--- config.mk ---
export PLATFORM = sky130hd
export DESIGN_NAME = audio_attr_scanram
export DESIGN_NICKNAME = d
export VERILOG_FILES = /design/src/rtl/audio_attr_scanram.sv
export SDC_FILE = /design/constraint.sdc
export NUM_CORES = 1
export LEC_CHECK = 0
export CORE_MARGIN = 2
export CORE_UTILIZATION = 38
export CTS_BUF_LIST = sky130_fd_sc_hd__clkbuf_2
export CTS_CLUSTER_SIZE = 25
export DETAILED_ROUTE_END_ITERATION = 6
export GPL_TIMING_DRIVEN = 0
export PLACE_DENSITY = 0.57
export SLEW_MARGIN = 20
export SYNTH_ARGS = -nofsm -noshare
export SYNTH_HDL_FRONTEND = slang
export SYNTH_SLANG_ARGS = --single-unit
--- constraint.sdc ---
create_clock -name clk_i -period 5.09 [get_ports clk_i]
set_input_delay 0.7635 -clock clk_i [delete_from_list [all_inputs] [get_ports clk_i]]
set_output_delay 0.7635 -clock clk_i [all_outputs]
set_load 0.01 [all_outputs]
--- src/rtl/audio_attr_scanram.sv ---
// Voice attribute RAM with byte-wide host writes and a handshaked sequential voice scanner.
// Optional word-clear sequencer enabled by defining AUDIO_ATTR_CLEAR_EN.
module audio_attr_scanram #(
    parameter int unsigned NUM_VOICES = 16,
    parameter int unsigned WORD_BYTES = 4,
    localparam int unsigned VW = $clog2(NUM_VOICES),
    localparam int unsigned BW = $clog2(WORD_BYTES),
    localparam int unsigned HW = VW + BW,
    localparam int unsigned DW = WORD_BYTES * 8
) (
    input  logic          clk_i,
    input  logic          rst_n_i,
    input  logic          wr_en_i,
    input  logic [HW-1:0] wr_addr_i,
    input  logic [7:0]    wr_data_i,
    input  logic          scan_start_i,
    input  logic          scan_ready_i,
`ifdef AUDIO_ATTR_CLEAR_EN
    input  logic          clear_i,
`endif
    output logic          scan_valid_o,
    output logic [VW-1:0] scan_voice_o,
    output logic [DW-1:0] scan_data_o,
    output logic          scan_busy_o,
    output logic          scan_done_o
);

    localparam int unsigned LW = (BW > 0) ? BW : 1;
    localparam logic [VW-1:0] LAST_VOICE = VW'(NUM_VOICES - 1);

`ifdef AUDIO_ATTR_CLEAR_EN
    typedef enum logic [1:0] {IDLE, FETCH, PRESENT, CLEAR} state_t;
`else
    typedef enum logic [1:0] {IDLE, FETCH, PRESENT} state_t;
`endif

    state_t        state_q, state_d;
    logic [VW-1:0] cnt_q, cnt_d;
    logic [VW-1:0] voice_d;
    logic [DW-1:0] data_d;
    logic          valid_d, busy_d, done_d;
    logic          rd_en, clr_we;
    logic [DW-1:0] rd_data;
    logic [VW-1:0] wr_voice;
    logic [LW-1:0] wr_lane;

    // Contents survive reset; power-up value is all zero.
    logic [DW-1:0] mem [NUM_VOICES] = '{default: '0};

    if (BW == 0) begin : g_single_lane
        assign wr_lane  = '0;
        assign wr_voice = wr_addr_i;
    end else begin : g_multi_lane
        assign wr_lane  = wr_addr_i[BW-1:0];
        assign wr_voice = wr_addr_i[HW-1:BW];
    end

    // Storage and read-first registered read port.
    always_ff @(posedge clk_i) begin
        if (clr_we) begin
            mem[cnt_q] <= '0;
        end else if (wr_en_i) begin
            for (int b = 0; b < int'(WORD_BYTES); b++) begin
                if (wr_lane == LW'(b)) begin
                    mem[wr_voice][b*8 +: 8] <= wr_data_i;
                end
            end
        end
        if (rd_en) begin
            rd_data <= mem[cnt_d];
        end
    end

    always_ff @(posedge clk_i or negedge rst_n_i) begin
        if (!rst_n_i) begin
            state_q      <= IDLE;
            cnt_q        <= '0;
            scan_valid_o <= 1'b0;
            scan_voice_o <= '0;
            scan_data_o  <= '0;
            scan_busy_o  <= 1'b0;
            scan_done_o  <= 1'b0;
        end else begin
            state_q      <= state_d;
            cnt_q        <= cnt_d;
            scan_valid_o <= valid_d;
            scan_voice_o <= voice_d;
            scan_data_o  <= data_d;
            scan_busy_o  <= busy_d;
            scan_done_o  <= done_d;
        end
    end

    // The done cycle still counts as busy, so a start there is ignored.
    always_comb begin
        state_d = state_q;
        cnt_d   = cnt_q;
        valid_d = scan_valid_o;
        voice_d = scan_voice_o;
        data_d  = scan_data_o;
        done_d  = 1'b0;
        rd_en   = 1'b0;
        clr_we  = 1'b0;
        case (state_q)
            IDLE: begin
`ifdef AUDIO_ATTR_CLEAR_EN
                if (clear_i && !scan_done_o) begin
                    cnt_d   = '0;
                    state_d = CLEAR;
                end else
`endif
                if (scan_start_i && !scan_done_o) begin
                    cnt_d   = '0;
                    rd_en   = 1'b1;
                    state_d = FETCH;
                end
            end
            FETCH: begin
                data_d  = rd_data;
                voice_d = cnt_q;
                valid_d = 1'b1;
                state_d = PRESENT;
            end
            PRESENT: begin
                if (scan_ready_i) begin
                    valid_d = 1'b0;
                    if (cnt_q == LAST_VOICE) begin
                        done_d  = 1'b1;
                        state_d = IDLE;
                    end else begin
                        cnt_d   = cnt_q + VW'(1);
                        rd_en   = 1'b1;
                        state_d = FETCH;
                    end
                end
            end
`ifdef AUDIO_ATTR_CLEAR_EN
            CLEAR: begin
                clr_we = 1'b1;
                if (cnt_q == LAST_VOICE) begin
                    done_d  = 1'b1;
                    state_d = IDLE;
                end else begin
                    cnt_d = cnt_q + VW'(1);
                end
            end
`endif
            default: state_d = IDLE;
        endcase
        busy_d = (state_d != IDLE) || done_d;
    end

endmodule
After elaboration in Yosys (flattened, before gate mapping):

Memory sizes are Yosys's and may differ from the RTL's. A register that Yosys moved wholly into a read port is not among the register bits.
Index checks and enable logic that the tools add are counted.

* multiplexer cells: 29
* div/mod/pow operators: 0
* equality and inequality tests: 7
* bitwise operators: 0
* multipliers: 0
* $lt $le $gt $ge: 0
* reductions and logical operators: 8
* $add $sub $neg: 1
* shift operators: 0

Operators by type and width (count)
* 1-bit two-way mux: 20
* 4-bit two-way mux: 3
* 4-bit one-hot mux with 2 select lines: 1
* 2-bit == test, second input constant: 3
* 2-bit one-hot mux with 3 select lines: 1
* 4-bit by 1-bit adder with 4-bit output, second input constant: 1
* 2-bit by 1-bit == test with 1-bit output, second input constant: 2
* 4-bit == test, second input constant: 1
* 2-bit zero test: 2
* 2-bit two-way mux: 2
* 1-bit one-hot mux with 2 select lines: 2
* 2-bit nonzero test: 2
* 2-bit != test, second input constant: 1
* 2-bit AND reduction: 1
* 1-bit logical AND: 1
* 1-bit zero test: 1
* 1-bit logical OR: 1

* memory bits (read-only): 0
* bits in latches: 0
* input bits: 19
* memories: 1
* bits in registers: 45
* bits in writable memories: 512
* output and inout port bits: 39
* logic and storage cells: 53

Memories
* mem: words 16, width 32, rd ports 1, clocked after Yosys merged registers in 1, write ports 1, line 48 `logic [DW-1:0] mem [NUM_VOICES] = '{default: '0};`

Longest topological paths before layout:

* word-level depth: 6
* gate-level depth with buffers: 12
* mapped depth without buffers: 8

Worst setup path before layout:

OpenSTA, ideal clock, no wires.

* path type: input to register
* from: in scan_start_i
* to: reg rd_data[30], read port of mem, data pin
* path buffers: 1
* stages: 8
* data arrival time: 2.750 ns
* setup time: 0.131 ns
* required time: 4.959 ns
* slack: 2.208 ns
* cell sequence: nor4b_1 -> a21oi_1 -> inv_1 -> buf_2 -> nand2_1 -> a31oi_1 -> a2bb2oi_1 -> a22o_1

* longest elaborated chain between the ends: 3
* elaborated cells on any way between the ends: 5
* classes of those cells: mux: 4; reduce/logical: 1

Ends and longest elaborated chain
* start: declaration: line 16 `input logic scan_start_i,`
* 1-bit logical AND: line 112 `if (scan_start_i && !scan_done_o) begin`
* 1-bit two-way mux: line 112
* 1-bit one-hot mux with 2 select lines: line 104 `case (state_q)`
* named net rd_en: line 42 `logic rd_en, clr_we;`
* end: declaration: line 43 `logic [DW-1:0] rd_data;`

The timed path passes the listed nets, and every way through them passes these cells.
A chain may end at the register's enable or synchronous reset.

Worst setup path after layout:

* from: reg state_q[1]
* to: reg rd_data[30], read port of mem, data pin

* longest elaborated chain between the ends: 2
* elaborated cells on any way between the ends: 4
* classes of those cells: eq/ne: 1; mux: 2; reduce/logical: 1

Ends and longest elaborated chain
* start: declaration: line 37 `state_t state_q, state_d;`
* start signal: assignment: line 84 `state_q <= state_d;`
* 2-bit == test or 2-bit zero test (tied branches): line 104
* 1-bit one-hot mux with 2 select lines (*): line 104
* named net rd_en: line 42

The timed path passes the listed nets; every way through them passes the cells marked *.

==> metrics.cfg <==
[detailed_routing]
dr.pass1.iters=5
wl_met3_um=4790
drc=0
wl_per_cell_um=23.3
wl_met2_um=29900
top_layer=met4
drtAntennaViolNets=0
viasPerCell=5.41
drtIter0Drc=1148
via_count=14900
drt-met1-wl_um=27800
drt_wl_total_um=64100

[placed_design]
dpl_cell_area_um2=25900
gp_congestion=0.838
place_ws_ns=0.213
io_buffers=57
placed_cells=2472
hpwl_um=42600

[power]
leakage_nw=9.48
ir_worst_vdd_v=0.000213
powerDensity_nw_per_um2=482

[critical_path]
crit_type=flip-flop to flip-flop
r2r_slack_ns=0.96
worstReg2RegEnd=rd_data[30]$_DFFE_PP_
crit_path_start_kind=flip-flop
r2r-start=state_q[1]$_DFF_PN0_
crit_arrival_ns=5.25
rr_worst_depth=9
path_max_fanout=41
crit_path_end=rd_data[30]$_DFFE_PP_
cp-startpoint=state_q[1]$_DFF_PN0_
worstPathRequired_ns=6.21
end_kind=flip-flop

[clock_tree]
cts_buffers=149
cts_tree=done
insertion_delay_ns=1.30
cts.sinks=589
clkTransAtPathRegs_ns=0.11
cts-root-buf=clkbuf_2
clockBufferDepth=3
cts_max_level=4
cts_resized=0

[global_route]
grt-ovfl-total=0
antenna_found_initial=1
grt_max_degree=65
grt_first_pass_wirelength_um=94400
gr-usage-all-layers_pct=19.6
first_global_vias=15000

[synthesis]
synthAdderAreaFrac_pct=0.0519
synth.cell_area_um2=24100
synth-edff-count=544
synth_flop_cell=edfxtp_1
syn_area_per_cell_um2=15.4
synth_top_area_cell=edfxtp_1
synth_simple_gate_area_share_pct=7.80
syn-num-nets=1583
yosys_warnings=0
synth_seq_area_share_pct=72.4
synth-xor-area-share_pct=0
async_flop_share_pct=7.64
synth_top_family_by_area=compound AO/OA/AOI/OAI gates
synth.area.top_cells=edfxtp_1 68%, dfrtp_1 4.7%, nand2_1 3.2%
synth.distinct_cells=55
muxShareOfSynthArea_pct=5.93
synth-compound-area-share_pct=11.2
synth_top_area_share_pct=67.7
synthCells=1563
synth_seq_cells=589

[timing]
setup_ws_ns=0.956
tightest_slew_ns=1.07
period_needed_ns=4.13
hold_viol=0
clock_skew_ns=0.0831
slew_headroom_pct=28.4
period_share_pct=81.2
drv_slew=0
rsz0062_at_grt=false
finalSetupTns_ns=0
setup_viol_count_final=0
fmax_ghz=0.242
hold_ws_ns=0.315

[flow_run]
maxCapViolations=0

[final_layout]
fin_nets=1808
stdcell_area_um2=27400
drive_gt1_share_pct=21.8
area_growth_pct=13.5
fin_cells=2748
fill_cells=5748

[floorplan]
rows=92
io_pins=58
die_area_um2=65500
core_area_um2=63000
die_h_um=256
die-width_um=256
initial_core_util_pct=38.3

[hold_path]
holdCritPathClass=input port to flip-flop

[run_status]
status=finished clean

-- critical path, stage by stage, from the launching register on --
cell       delay, ns
dfrtp_1         0.38
clkbuf_4        0.18
nor4b_1         0.86
a21oi_1         0.38
inv_1           0.31
buf_2           0.88
nand2_1         0.12
a31oi_1         0.41
a2bb2oi_1       0.28
a22o_1          0.22
-- flip-flops by register name (all words and copies together), names as in the netlist --
register / flops
rd_data: 32
scan_done_o: 1
scan_busy_o: 1
cnt_q: 4
scan_voice_o: 4
scan_valid_o: 1
state_q: 2
mem: 512
scan_data_o: 32
-- how the worst min path moves through the flow --
| stage | startpoint | to | slack (ns) | depth (start not counted) |
|---|---|---|---|---|
| 6_report | wr_data_i[5] | mem[3][5]$_DFFE_PP_ | 0.31 | 2 |
| 2_1_floorplan | rd_data[0]$_DFFE_PP_ | scan_data_o[0]$_DFFE_PN0P_ | 0.45 | 1 |
| 3_3_place_gp | rd_data[12]$_DFFE_PP_ | scan_data_o[12]$_DFFE_PN0P_ | 0.46 | 1 |
| 3_5_place_dp | rd_data[25]$_DFFE_PP_ | scan_data_o[25]$_DFFE_PN0P_ | 0.46 | 1 |
| 5_1_grt | wr_data_i[5] | mem[3][5]$_DFFE_PP_ | 0.19 | 2 |
| 4_1_cts | wr_data_i[5] | mem[3][5]$_DFFE_PP_ | 0.13 | 2 |
-- synthesized netlist by cell type, drive strengths merged (8+ instances only) --
library cell    n
mux2i          65
a211oi         65
buf            49
clkbuf         67
edfxtp        544
a311oi         64
a22o           32
o22a           32
mux2           68
nor2           72
and3           97
nand2         208
dfrtp          45
a31oi          66
a221oi         32
nand3           9
a21oi           8
-- per-layer routing --
metal / GRT usage (%) / vias to the layer above
li1: - / 6726
met1: 26.5 / 7430
met2: 30.6 / 603
met3: 4.94 / 103
met4: 7.10 / 0
met5: 0 / -
-- through the flow --
step | util, % | total power, mW
floorplan | - | 8.49
global placement | 40.9 | 10.0
detailed placement | 41.1 | 10.1
CTS | 43.5 | 13.3
global route | 43.5 | 13.9
finish | 43.5 | 13.2
-- power by group --
group	leakage, nW	total (mW)	internal (mW)	switching (mW)
Sequential	5.46	5.80	5.67	0.127
Clock	1.04	3.23	1.32	1.90
Combinational	2.99	4.18	1.64	2.54
-- layout make-up --
class	count	area [um2]	share of cell area, %
Clock buffer	211	1060	3.86
Buffer	116	598	2.18
Antenna cell	1	2.50	0.00914
Clock inverter	53	317	1.16
Multi-Input combinational cell	851	6050	22.1
Sequential cell	589	17500	63.8
Inverter	7	26.3	0.0960
Tap cell	846	1060	3.87
Timing Repair Buffer	74	810	2.96
-- kinds of logic (layout without fill, tap and decap cells) --
group,Yosys count,after routing
and+or+nand+nor,408,408
other,0,1
adders and majority gates,1,1
AOI/OAI and AO/OA,309,309
DFF,589,589
buffers and inverters,123,461
muxes,133,133
-- what timing repair did --
item                      4_1_cts  5_1_grt
hold endpoints to repair      525        0
setup buffers                   0        0
hold buffers                   11        0
-- layout by cell type (no fill, tap or decap), types with 3 or more instances in the layout --
cell / instances
edfxtp_1: 544
clkbuf_2: 211
nand2_1: 207
and3_1: 97
nor2_1: 72
clkbuf_1: 66
a31oi_1: 65
mux2i_1: 65
mux2_2: 64
a311oi_1: 64
clkdlybuf4s50_1: 48
a211oi_1: 45
dfrtp_1: 45
clkinv_1: 37
o22a_1: 32
a22o_1: 32
buf_2: 31
a221oi_2: 25
a211oi_2: 20
buf_4: 14
dlygate4sd3_1: 10
nand3_1: 9
buf_6: 8
a21oi_1: 8
a221oi_1: 7
clkinv_2: 7
inv_1: 6
nor2b_1: 6
inv_2: 5
buf_12: 5
mux2_4: 4
bufinv_16: 4
buf_16: 4
buf_1: 3
Note: power is estimated with default switching activity, not from simulation.
